==> src/rtl/uc_pkg.sv <==
// Shared types and encodings for the multicycle control unit.
package uc_pkg;

  typedef enum logic [3:0] {
    S_FETCH, S_DECODE, S_EXEC_R, S_EXEC_I, S_WB, S_LUI,
    S_MEM_ADDR, S_MEM_RD, S_MEM_WR, S_BRANCH, S_JAL, S_ILLEGAL
  } state_t;

  typedef enum logic [3:0] {
    ALU_ADD  = 4'd0,  ALU_SUB  = 4'd1,  ALU_AND = 4'd2, ALU_OR  = 4'd3,
    ALU_XOR  = 4'd4,  ALU_SLT  = 4'd5,  ALU_SLTU = 4'd6, ALU_SLL = 4'd7,
    ALU_SRL  = 4'd8,  ALU_SRA  = 4'd9,  ALU_PASS_B = 4'd10
  } alu_cmd_t;

  localparam logic [6:0] OP_R      = 7'b0110011;
  localparam logic [6:0] OP_I      = 7'b0010011;
  localparam logic [6:0] OP_LOAD   = 7'b0000011;
  localparam logic [6:0] OP_STORE  = 7'b0100011;
  localparam logic [6:0] OP_BRANCH = 7'b1100011;
  localparam logic [6:0] OP_JAL    = 7'b1101111;
  localparam logic [6:0] OP_LUI    = 7'b0110111;

  localparam logic [1:0] RF_SRC_ALU = 2'd0;
  localparam logic [1:0] RF_SRC_MEM = 2'd1;
  localparam logic [1:0] RF_SRC_PC4 = 2'd2;

  localparam int FLAG_ZERO = 0;
  localparam int FLAG_MSB  = 1;
  localparam int FLAG_OVF  = 2;

  localparam logic [2:0] F3_BEQ = 3'd0;
  localparam logic [2:0] F3_BNE = 3'd1;
  localparam logic [2:0] F3_BLT = 3'd4;
  localparam logic [2:0] F3_BGE = 3'd5;

endpackage

==> src/rtl/uc_multiciclo_alu_dec.sv <==
// funct3/funct7 -> ALU command; only R-type uses funct7[5] to pick SUB.
module alu_dec
  import uc_pkg::*;
(
  input  logic [2:0] funct3,
  input  logic       funct7_b5,
  input  logic       is_r,
  output alu_cmd_t   alu_cmd
);

  always_comb begin
    alu_cmd = ALU_ADD;
    case (funct3)
      3'd0: alu_cmd = (is_r && funct7_b5) ? ALU_SUB : ALU_ADD;
      3'd1: alu_cmd = ALU_SLL;
      3'd2: alu_cmd = ALU_SLT;
      3'd3: alu_cmd = ALU_SLTU;
      3'd4: alu_cmd = ALU_XOR;
      3'd5: alu_cmd = funct7_b5 ? ALU_SRA : ALU_SRL;
      3'd6: alu_cmd = ALU_OR;
      3'd7: alu_cmd = ALU_AND;
      default: alu_cmd = ALU_ADD;
    endcase
  end

endmodule

==> src/rtl/uc_multiciclo.sv <==
// Multicycle RISC-V control unit with retired-instruction counter.
// ILLEGAL_TRAP_EN: illegal opcodes lock the unit with a sticky trap instead of retiring as NOPs.
module uc_multiciclo
  import uc_pkg::*;
#(
  parameter int CNT_W = 16
) (
  input  logic             clk,
  input  logic             rst,
  input  logic [6:0]       opcode,
  input  logic [2:0]       funct3,
  input  logic [6:0]       funct7,
  input  logic [3:0]       alu_flags,
  input  logic             i_mem_ready,
  input  logic             d_mem_ready,
  output logic             ir_we,
  output logic             pc_we,
  output logic             pc_src,
  output logic             rf_we,
  output logic [1:0]       rf_src,
  output logic             alu_src,
  output logic [3:0]       alu_cmd,
  output logic             d_mem_we,
  output logic             d_mem_re,
  output logic             instr_done,
  output logic [CNT_W-1:0] instret,
  output logic             trap
);

  state_t   state, next_state;
  alu_cmd_t dec_cmd, cmd, cmd_q;
  logic     src_q;
  logic     lt, taken;
  logic     unused_bits;

  assign unused_bits = ^{funct7[6], funct7[4:0], alu_flags[3]};

  alu_dec u_alu_dec (
    .funct3    (funct3),
    .funct7_b5 (funct7[5]),
    .is_r      (state == S_EXEC_R),
    .alu_cmd   (dec_cmd)
  );

  assign lt = alu_flags[FLAG_MSB] ^ alu_flags[FLAG_OVF];

  always_comb begin
    taken = 1'b0;
    case (funct3)
      F3_BEQ:  taken = alu_flags[FLAG_ZERO];
      F3_BNE:  taken = !alu_flags[FLAG_ZERO];
      F3_BLT:  taken = lt;
      F3_BGE:  taken = !lt;
      default: taken = 1'b0;
    endcase
  end

  always_comb begin
    next_state = state;
    ir_we      = 1'b0;
    pc_we      = 1'b0;
    pc_src     = 1'b0;
    rf_we      = 1'b0;
    rf_src     = RF_SRC_ALU;
    alu_src    = 1'b0;
    cmd        = ALU_ADD;
    d_mem_we   = 1'b0;
    d_mem_re   = 1'b0;
    instr_done = 1'b0;
    case (state)
      S_FETCH: if (i_mem_ready) begin
        ir_we      = 1'b1;
        next_state = S_DECODE;
      end
      S_DECODE: case (opcode)
        OP_R:              next_state = S_EXEC_R;
        OP_I:              next_state = S_EXEC_I;
        OP_LOAD, OP_STORE: next_state = S_MEM_ADDR;
        OP_BRANCH:         next_state = S_BRANCH;
        OP_JAL:            next_state = S_JAL;
        OP_LUI:            next_state = S_LUI;
        default:           next_state = S_ILLEGAL;
      endcase
      S_EXEC_R, S_EXEC_I: begin
        alu_src    = (state == S_EXEC_I);
        cmd        = dec_cmd;
        next_state = S_WB;
      end
      // ALU controls replay the EXEC cycle so the result stays stable while written
      S_WB: begin
        alu_src    = src_q;
        cmd        = cmd_q;
        rf_we      = 1'b1;
        pc_we      = 1'b1;
        instr_done = 1'b1;
        next_state = S_FETCH;
      end
      S_LUI: begin
        alu_src    = 1'b1;
        cmd        = ALU_PASS_B;
        rf_we      = 1'b1;
        pc_we      = 1'b1;
        instr_done = 1'b1;
        next_state = S_FETCH;
      end
      S_MEM_ADDR: begin
        alu_src    = 1'b1;
        next_state = (opcode == OP_STORE) ? S_MEM_WR : S_MEM_RD;
      end
      S_MEM_RD: begin
        d_mem_re = 1'b1;
        if (d_mem_ready) begin
          rf_we      = 1'b1;
          rf_src     = RF_SRC_MEM;
          pc_we      = 1'b1;
          instr_done = 1'b1;
          next_state = S_FETCH;
        end
      end
      S_MEM_WR: begin
        d_mem_we = 1'b1;
        if (d_mem_ready) begin
          pc_we      = 1'b1;
          instr_done = 1'b1;
          next_state = S_FETCH;
        end
      end
      S_BRANCH: begin
        cmd        = ALU_SUB;
        pc_we      = 1'b1;
        pc_src     = taken;
        instr_done = 1'b1;
        next_state = S_FETCH;
      end
      S_JAL: begin
        rf_we      = 1'b1;
        rf_src     = RF_SRC_PC4;
        pc_we      = 1'b1;
        pc_src     = 1'b1;
        instr_done = 1'b1;
        next_state = S_FETCH;
      end
      S_ILLEGAL: begin
`ifdef ILLEGAL_TRAP_EN
        next_state = S_ILLEGAL;
`else
        pc_we      = 1'b1;
        instr_done = 1'b1;
        next_state = S_FETCH;
`endif
      end
      default: next_state = S_FETCH;
    endcase
  end

  assign alu_cmd = cmd;

  always_ff @(posedge clk) begin
    if (rst) begin
      state   <= S_FETCH;
      instret <= '0;
      cmd_q   <= ALU_ADD;
      src_q   <= 1'b0;
    end else begin
      state <= next_state;
      if (instr_done) instret <= instret + CNT_W'(1);
      if (state == S_EXEC_R || state == S_EXEC_I) begin
        cmd_q <= dec_cmd;
        src_q <= (state == S_EXEC_I);
      end
    end
  end

`ifdef ILLEGAL_TRAP_EN
  logic trap_q;
  always_ff @(posedge clk) begin
    if (rst)                          trap_q <= 1'b0;
    else if (next_state == S_ILLEGAL) trap_q <= 1'b1;
  end
  assign trap = trap_q;
`else
  assign trap = 1'b0;
`endif

endmodule

==> config.mk <==
export PLATFORM = sky130hd
export DESIGN_NAME = uc_multiciclo
export DESIGN_NICKNAME = d
export VERILOG_FILES = /design/src/rtl/uc_pkg.sv /design/src/rtl/uc_multiciclo_alu_dec.sv /design/src/rtl/uc_multiciclo.sv
export SDC_FILE = /design/constraint.sdc
export NUM_CORES = 1
export LEC_CHECK = 0
export BUFFER_PORTS_ARGS = -buffer_cell sky130_fd_sc_hd__buf_2
export CELL_PAD_IN_SITES_DETAIL_PLACEMENT = 1
export CELL_PAD_IN_SITES_GLOBAL_PLACEMENT = 1
export CORE_ASPECT_RATIO = 0.6
export CORE_MARGIN = 2
export CORE_UTILIZATION = 35
export CTS_CLUSTER_SIZE = 25
export DETAILED_ROUTE_END_ITERATION = 8
export GPL_TIMING_DRIVEN = 0
export PLACE_DENSITY_LB_ADDON = 0.1
export REMOVE_ABC_BUFFERS = 1
export SYNTH_ARGS = -nofsm -noshare
export SYNTH_HDL_FRONTEND = slang
export SYNTH_HIERARCHICAL = 1
export SYNTH_SLANG_ARGS = --single-unit
==> constraint.sdc <==
create_clock -name clk -period 2.2 [get_ports clk]
set_input_delay 0.11 -clock clk [delete_from_list [all_inputs] [get_ports clk]]
set_output_delay 0.11 -clock clk [all_outputs]
set_load 0.02 [all_outputs]
Word-level counts from Yosys, hierarchy flattened:

Cells that the tools add are included.

* shifts and indexed selects: 0
* reductions and logical operators: 13
* $lt $le $gt $ge: 0
* div/mod/pow operators: 0
* eq/ne operators: 27
* add/sub/neg operators: 1
* multiply operators: 0
* muxes and demuxes: 21
* bitwise operators: 1

Operator list (number)
* $pmux 4 s8: 1
* $pmux 4 s6: 1
* $eq 7x6->1 const B: 3
* $pmux 4 s5: 1
* $add 16x1->16 const B: 1
* $eq 4x3->1 const B: 4
* $eq 4x4->1 const B: 4
* $pmux 4 s4: 1
* $eq 7x7->1 const B: 2
* $eq 3x3->1 const B: 4
* $mux 4: 3
* $eq 4x2->1 const B: 2
* $mux 1: 8
* $reduce_or 2->1: 4
* $eq 7x2->1 const B: 1
* $eq 7x5->1 const B: 1
* $eq 3x2->1 const B: 2
* $pmux 1 s2: 3
* $reduce_or 5->1: 1
* $eq 4x1->1 const B: 1
* $logic_not 4->1: 1
* $pmux 1 s4: 1
* $pmux 2 s2: 1
* $eq 3x1->1 const B: 1
* 10 further kinds: 11

* memory bits (read-only): 0
* latch bits: 0
* input port bits: 25
* memories kept: 0
* bits in writable memories: 0
* register bits: 25
* output and inout bits: 31

Longest topological paths before layout:

* depth after elaboration: 5
* depth in mapped cells: 8
* gate-level depth less buffers: 7

By module:

Netlist, hierarchy kept.

By module, submodules not included
* uc_multiciclo: times used 1, sequential area each 500.5 µm², cells each 201, area an instance 1584.0 µm²
* alu_dec: times used 1, sequential area each 0.0 µm², cells each 9, area an instance 60.1 µm²

Worst setup path after synthesis:

Ideal clock, no wire load.

* path kind: reg-to-output
* start point: reg state[1]
* end point: out alu_cmd[0]
* cell stages (with the launch flop): 9
* setup slack: 293 ps
* arrival time: 1797 ps
* cell sequence: dfxtp_1 > clkbuf_1 > nor2b_1 > nor3b_1 > nand2_1 > o21ai_0 > and2_1 > a32oi_1 > o22ai_1

* word-level cells in the longest chain between the ends: 5
* elaborated cells between the ends (all ways): 10

Ends and longest elaborated chain
* start: declaration: RTL line uc_multiciclo.sv:30 `state_t state, next_state;`
* start signal: assignment: RTL line uc_multiciclo.sv:165 `state <= next_state;`
* $eq 4x2->1: RTL line uc_multiciclo.sv:41 `.is_r (state == S_EXEC_R),`
* $logic_and 1x1->1: RTL line uc_multiciclo_alu_dec.sv:14 `3'd0: alu_cmd = (is_r && funct7_b5) ? ALU_SUB : ALU_ADD;`
* $mux 1: RTL line uc_multiciclo_alu_dec.sv:14
* $pmux 4 s8: RTL line uc_multiciclo_alu_dec.sv:13 `case (funct3)`
* via dec_cmd[0]: RTL line uc_multiciclo.sv:31 `alu_cmd_t dec_cmd, cmd, cmd_q;`
* $pmux 4 s4: RTL line uc_multiciclo.sv:70 `case (state)`
* end: declaration: RTL line uc_multiciclo.sv:22 `output logic [3:0] alu_cmd,`

The timed path passes the listed nets, and every way through them passes these cells.

Worst setup path after layout:

Ends and elaborated chain as after synthesis.

==> summary.txt <==
Global route
  • GRT Overall Usage: 18.4%
  • Global-route wire length before repair: 7870 um
  • Largest net degree at the start of global routing: 28
  • Antenna violations before repair: 0
  • Remaining Overflow, GRT: 0
  • Vias in the first global route: 1567

Synthesis
  • Yosys cell types: 48
  • Main combinational cell family by area after synthesis: simple AND/OR/NAND/NOR gates
  • Synth Area in Adders: 0.761%
  • Mux cell area share after synthesis: 6.32%
  • Yosys top cell by area: dfxtp_1
  • Post-synth top area share: 30.4%
  • Main flop type after synthesis: dfxtp_1
  • Post-Synthesis Cells: 210
  • Synth Register Bits: 25
  • YS warnings: 6
  • Syn_area_per_cell: 7.83 um2
  • Post-Synth XOR/XNOR Area: 1.60%
  • Ranking of synthesized cells by area: dfxtp_1 (30%), a21oi_1 (6.7%), o21ai_0 (4.9%)
  • Mapped Area: 0.00164 mm2
  • Async S/R FF share, synth: 0%
  • Sequential area share after synthesis: 30.4%
  • Compound-gate portion of the synthesized area: 19.7%
  • Simple-gate share of the synthesized area: 34.5%
  • EDFF count, synth: 0

STA
  • RSZ-0062 raised after global routing: no
  • Max-slew violations: 0
  • Final hold viol count: 0
  • Max Freq: 0.504 GHz
  • Fin worst setup slack: 0.215 ns
  • Fin crit period: 1.99 ns
  • Slew HR: 53.8%
  • Worst Max-Slew Pin Slew: 0.693 ns
  • Clock Skew: 0.00250 ns
  • Final Cycle Share: 90.2%
  • Final setup fails: 0

Placement
  • Pre-CTS setup slack: -0.202 ns
  • Detail Placement HPWL: 3210 um
  • Cell Area, Placed: 0.00187 mm2
  • RD Place Congestion: 0.778
  • Port buffer count: 47

Critical path
  • Critical path type: reg2out
  • Startpoint types: flop
  • Critical Path RT: 2.09 ns
  • Critical path capture point type: primary output
  • FF-to-FF path depth: 4
  • RR Startpoint: state[2]
  • FF-to-FF setup slack: 0.29 ns
  • CP max FO: 14
  • CP arrival: 1.88 ns
  • Setup crit end: alu_cmd[0]
  • CP startpoint: state[1]
  • RR Endpoint: instret[13]

Power and ir drop
  • Sw Share: 37.5%
  • Comb pwr share: 31.7%
  • P_int: 0.780 mW
  • Maximum vdd drop: 0.266 mV
  • Sequential share of power: 45.9%
  • LEAKAGE: 0.785 nW
  • Clock network power share: 22.4%
  • Psw: 0.468 mW
  • Power Dens Cells: 633 mW/mm2

Floorplanning
  • Starting Density: 36.2%
  • Core box area: 0.00454 mm2
  • Num rows: 19
  • Die X: 92.5 um
  • Top Ports: 56
  • Die area: 0.00528 mm2
  • Overall die height: 57.1 um

Routing
  • Initial drt markers: 46
  • Top Layer Used: met4
  • Routed Antenna Nets: 0
  • Metal3 WL: 176 um
  • WL met2: 1840 um
  • First-pass DRT Iterations: 4
  • Via-per-instance ratio: 5.40
  • Final wirelength: 4690 um
  • DRT met1 WL: 2670 um
  • Routed len/inst: 15.2 um
  • DRC errors left: 0
  • Total number of vias: 1669

CTS
  • CTS tree: built
  • Max Buffers Root-to-Sink: 2
  • Post-CTS Repair Setup Buffers: 0
  • Clock Latency Late Sink: 0.27 ns
  • CTS root buffer: clkbuf_8
  • Num CTS Buffers: 3
  • H-tree depth: 1
  • CTS Hold Bufs: 0
  • Clk sinks: 25
  • Clk slew on worst S/H paths: 0.09 ns

Cells and area
  • Post-layout nets: 273
  • Fin area: 0.00197 mm2
  • Fillers: 583
  • Share of layout cells above drive strength 1: 28.5%
  • P&R area growth vs syn: 19.9%
  • Ant. Diodes: 0

Run status
  • Status: finished, final reports clean

Hold path
  • Hold WC Path Type: in2reg

Job
  • # Max-Cap Violations: 0
-- worst min-delay path by stage --
stage	startpoint	to	depth (start not counted)
final	d_mem_ready	state[3]	3
after global routing	opcode[0]	state[1]	3
after CTS	opcode[0]	state[1]	3
after detailed placement	instret[15]	instret[15]	2
after global placement	instret[15]	instret[15]	2
after floorplan	rst	instret[10]	1
-- cell families after synthesis --
logic type,after synthesis
other,1
AO/OA/AOI/OAI,54
AND/OR/NAND/NOR,94
buffers and inverters,22
flip-flops,25
multiplexers,10
XOR/XNOR,3
adder cells (fa/ha/maj),1
-- final cells by class --
class	count	area [um2]	area share, %
sequential	25	508	25.8
clock buffer	4	45.0	2.29
tap	63	78.8	4.00
multi-input combinational	164	1080	54.9
timing repair buffer	47	235	11.9
inverter	6	22.5	1.14
-- layout by cell type, fill, tap and decap left out, types with 2 or more instances in the layout --
master,n
dfxtp_2,3
nand2b_4,2
or3_1,9
nand3_1,8
nand3b_1,2
and4_1,3
buf_2,47
nor3_1,2
mux2i_1,7
nor2b_1,7
mux2_2,3
nor3b_1,2
dfxtp_1,21
a21oi_1,22
nor4_1,3
nand2b_1,2
inv_1,6
nor4b_1,3
and2_1,2
xnor2_1,2
nor2_1,16
or4_1,6
or2_2,2
clkbuf_8,3
o21ai_0,16
nand4_1,4
nand2_1,12
o31ai_1,6
-- critical path, cell delays in order (launching register included) --
cell	delay [ns]
dfxtp_4	0.43
nor2b_4	0.23
nor3b_2	0.18
nand2_1	0.06
o21ai_0	0.12
and2_1	0.16
a32oi_1	0.07
o22ai_1	0.16
buf_2	0.18
-- flip-flops by register name, indices dropped and copies added (netlist names) --
register	cells
cmd_q	4
instret	16
src_q	1
state	4
-- per-stage QoR --
step | TNS, ns | power, mW | hold WS (ns) | util [%] | std cells
floorplan | 0 | 0.793 | 0.179 | - | 194
global placement | -0.401 | 0.924 | 0.471 | 41.3 | 304
detailed placement | -1.13 | 0.930 | 0.473 | 41.3 | 304
CTS | 0 | 1.25 | 0.210 | 43.0 | 309
global route | 0 | 1.33 | 0.236 | 43.4 | 309
finish | 0 | 1.25 | 0.204 | 43.4 | 309
-- power by group through the flow --
| stage | Sequential (mW) | Combinational (mW) | Clock (mW) |
|---|---|---|---|
| after global placement | 0.573 | 0.351 | 0 |
| after global routing | 0.584 | 0.436 | 0.307 |
| after detailed placement | 0.573 | 0.357 | 0 |
| after CTS | 0.566 | 0.397 | 0.290 |
| after floorplan | 0.553 | 0.241 | 0 |
| final | 0.572 | 0.396 | 0.280 |
-- synth_stat cells (2+ instances only) --
| cell | n |
|---|---|
| dfxtp_1 | 25 |
| a21oi_1 | 22 |
| nor2_1 | 16 |
| o21ai_0 | 16 |
| nand2_1 | 12 |
| or3_1 | 9 |
| clkbuf_1 | 8 |
| nand3_1 | 8 |
| nor2b_1 | 8 |
| mux2i_1 | 7 |
| inv_1 | 6 |
| o31ai_1 | 6 |
| or4_1 | 6 |
| buf_2 | 4 |
| nand4_1 | 4 |
| and4_1 | 3 |
| buf_4 | 3 |
| mux2_2 | 3 |
| nor3_1 | 3 |
| nor3b_1 | 3 |
| nor4_1 | 3 |
| nor4b_1 | 3 |
| and2_1 | 2 |
| nand2b_1 | 2 |
| nand2b_4 | 2 |
| nand3b_1 | 2 |
| or2_2 | 2 |
| xnor2_1 | 2 |
-- metal layers --
layer  up-vias  GRT usage, %
met5         -             0
met4         0          1.92
met3         2          3.96
met2        24          27.1
met1       799          28.3
li1        844             -
-- timing repair --
item,in CTS,in global routing
gates resized for setup,4,6
hold endpoints to repair,0,0
cloned,1,0
setup endpoints to repair,18,3
pin swaps,1,0
(Power assumes the default switching activity.)
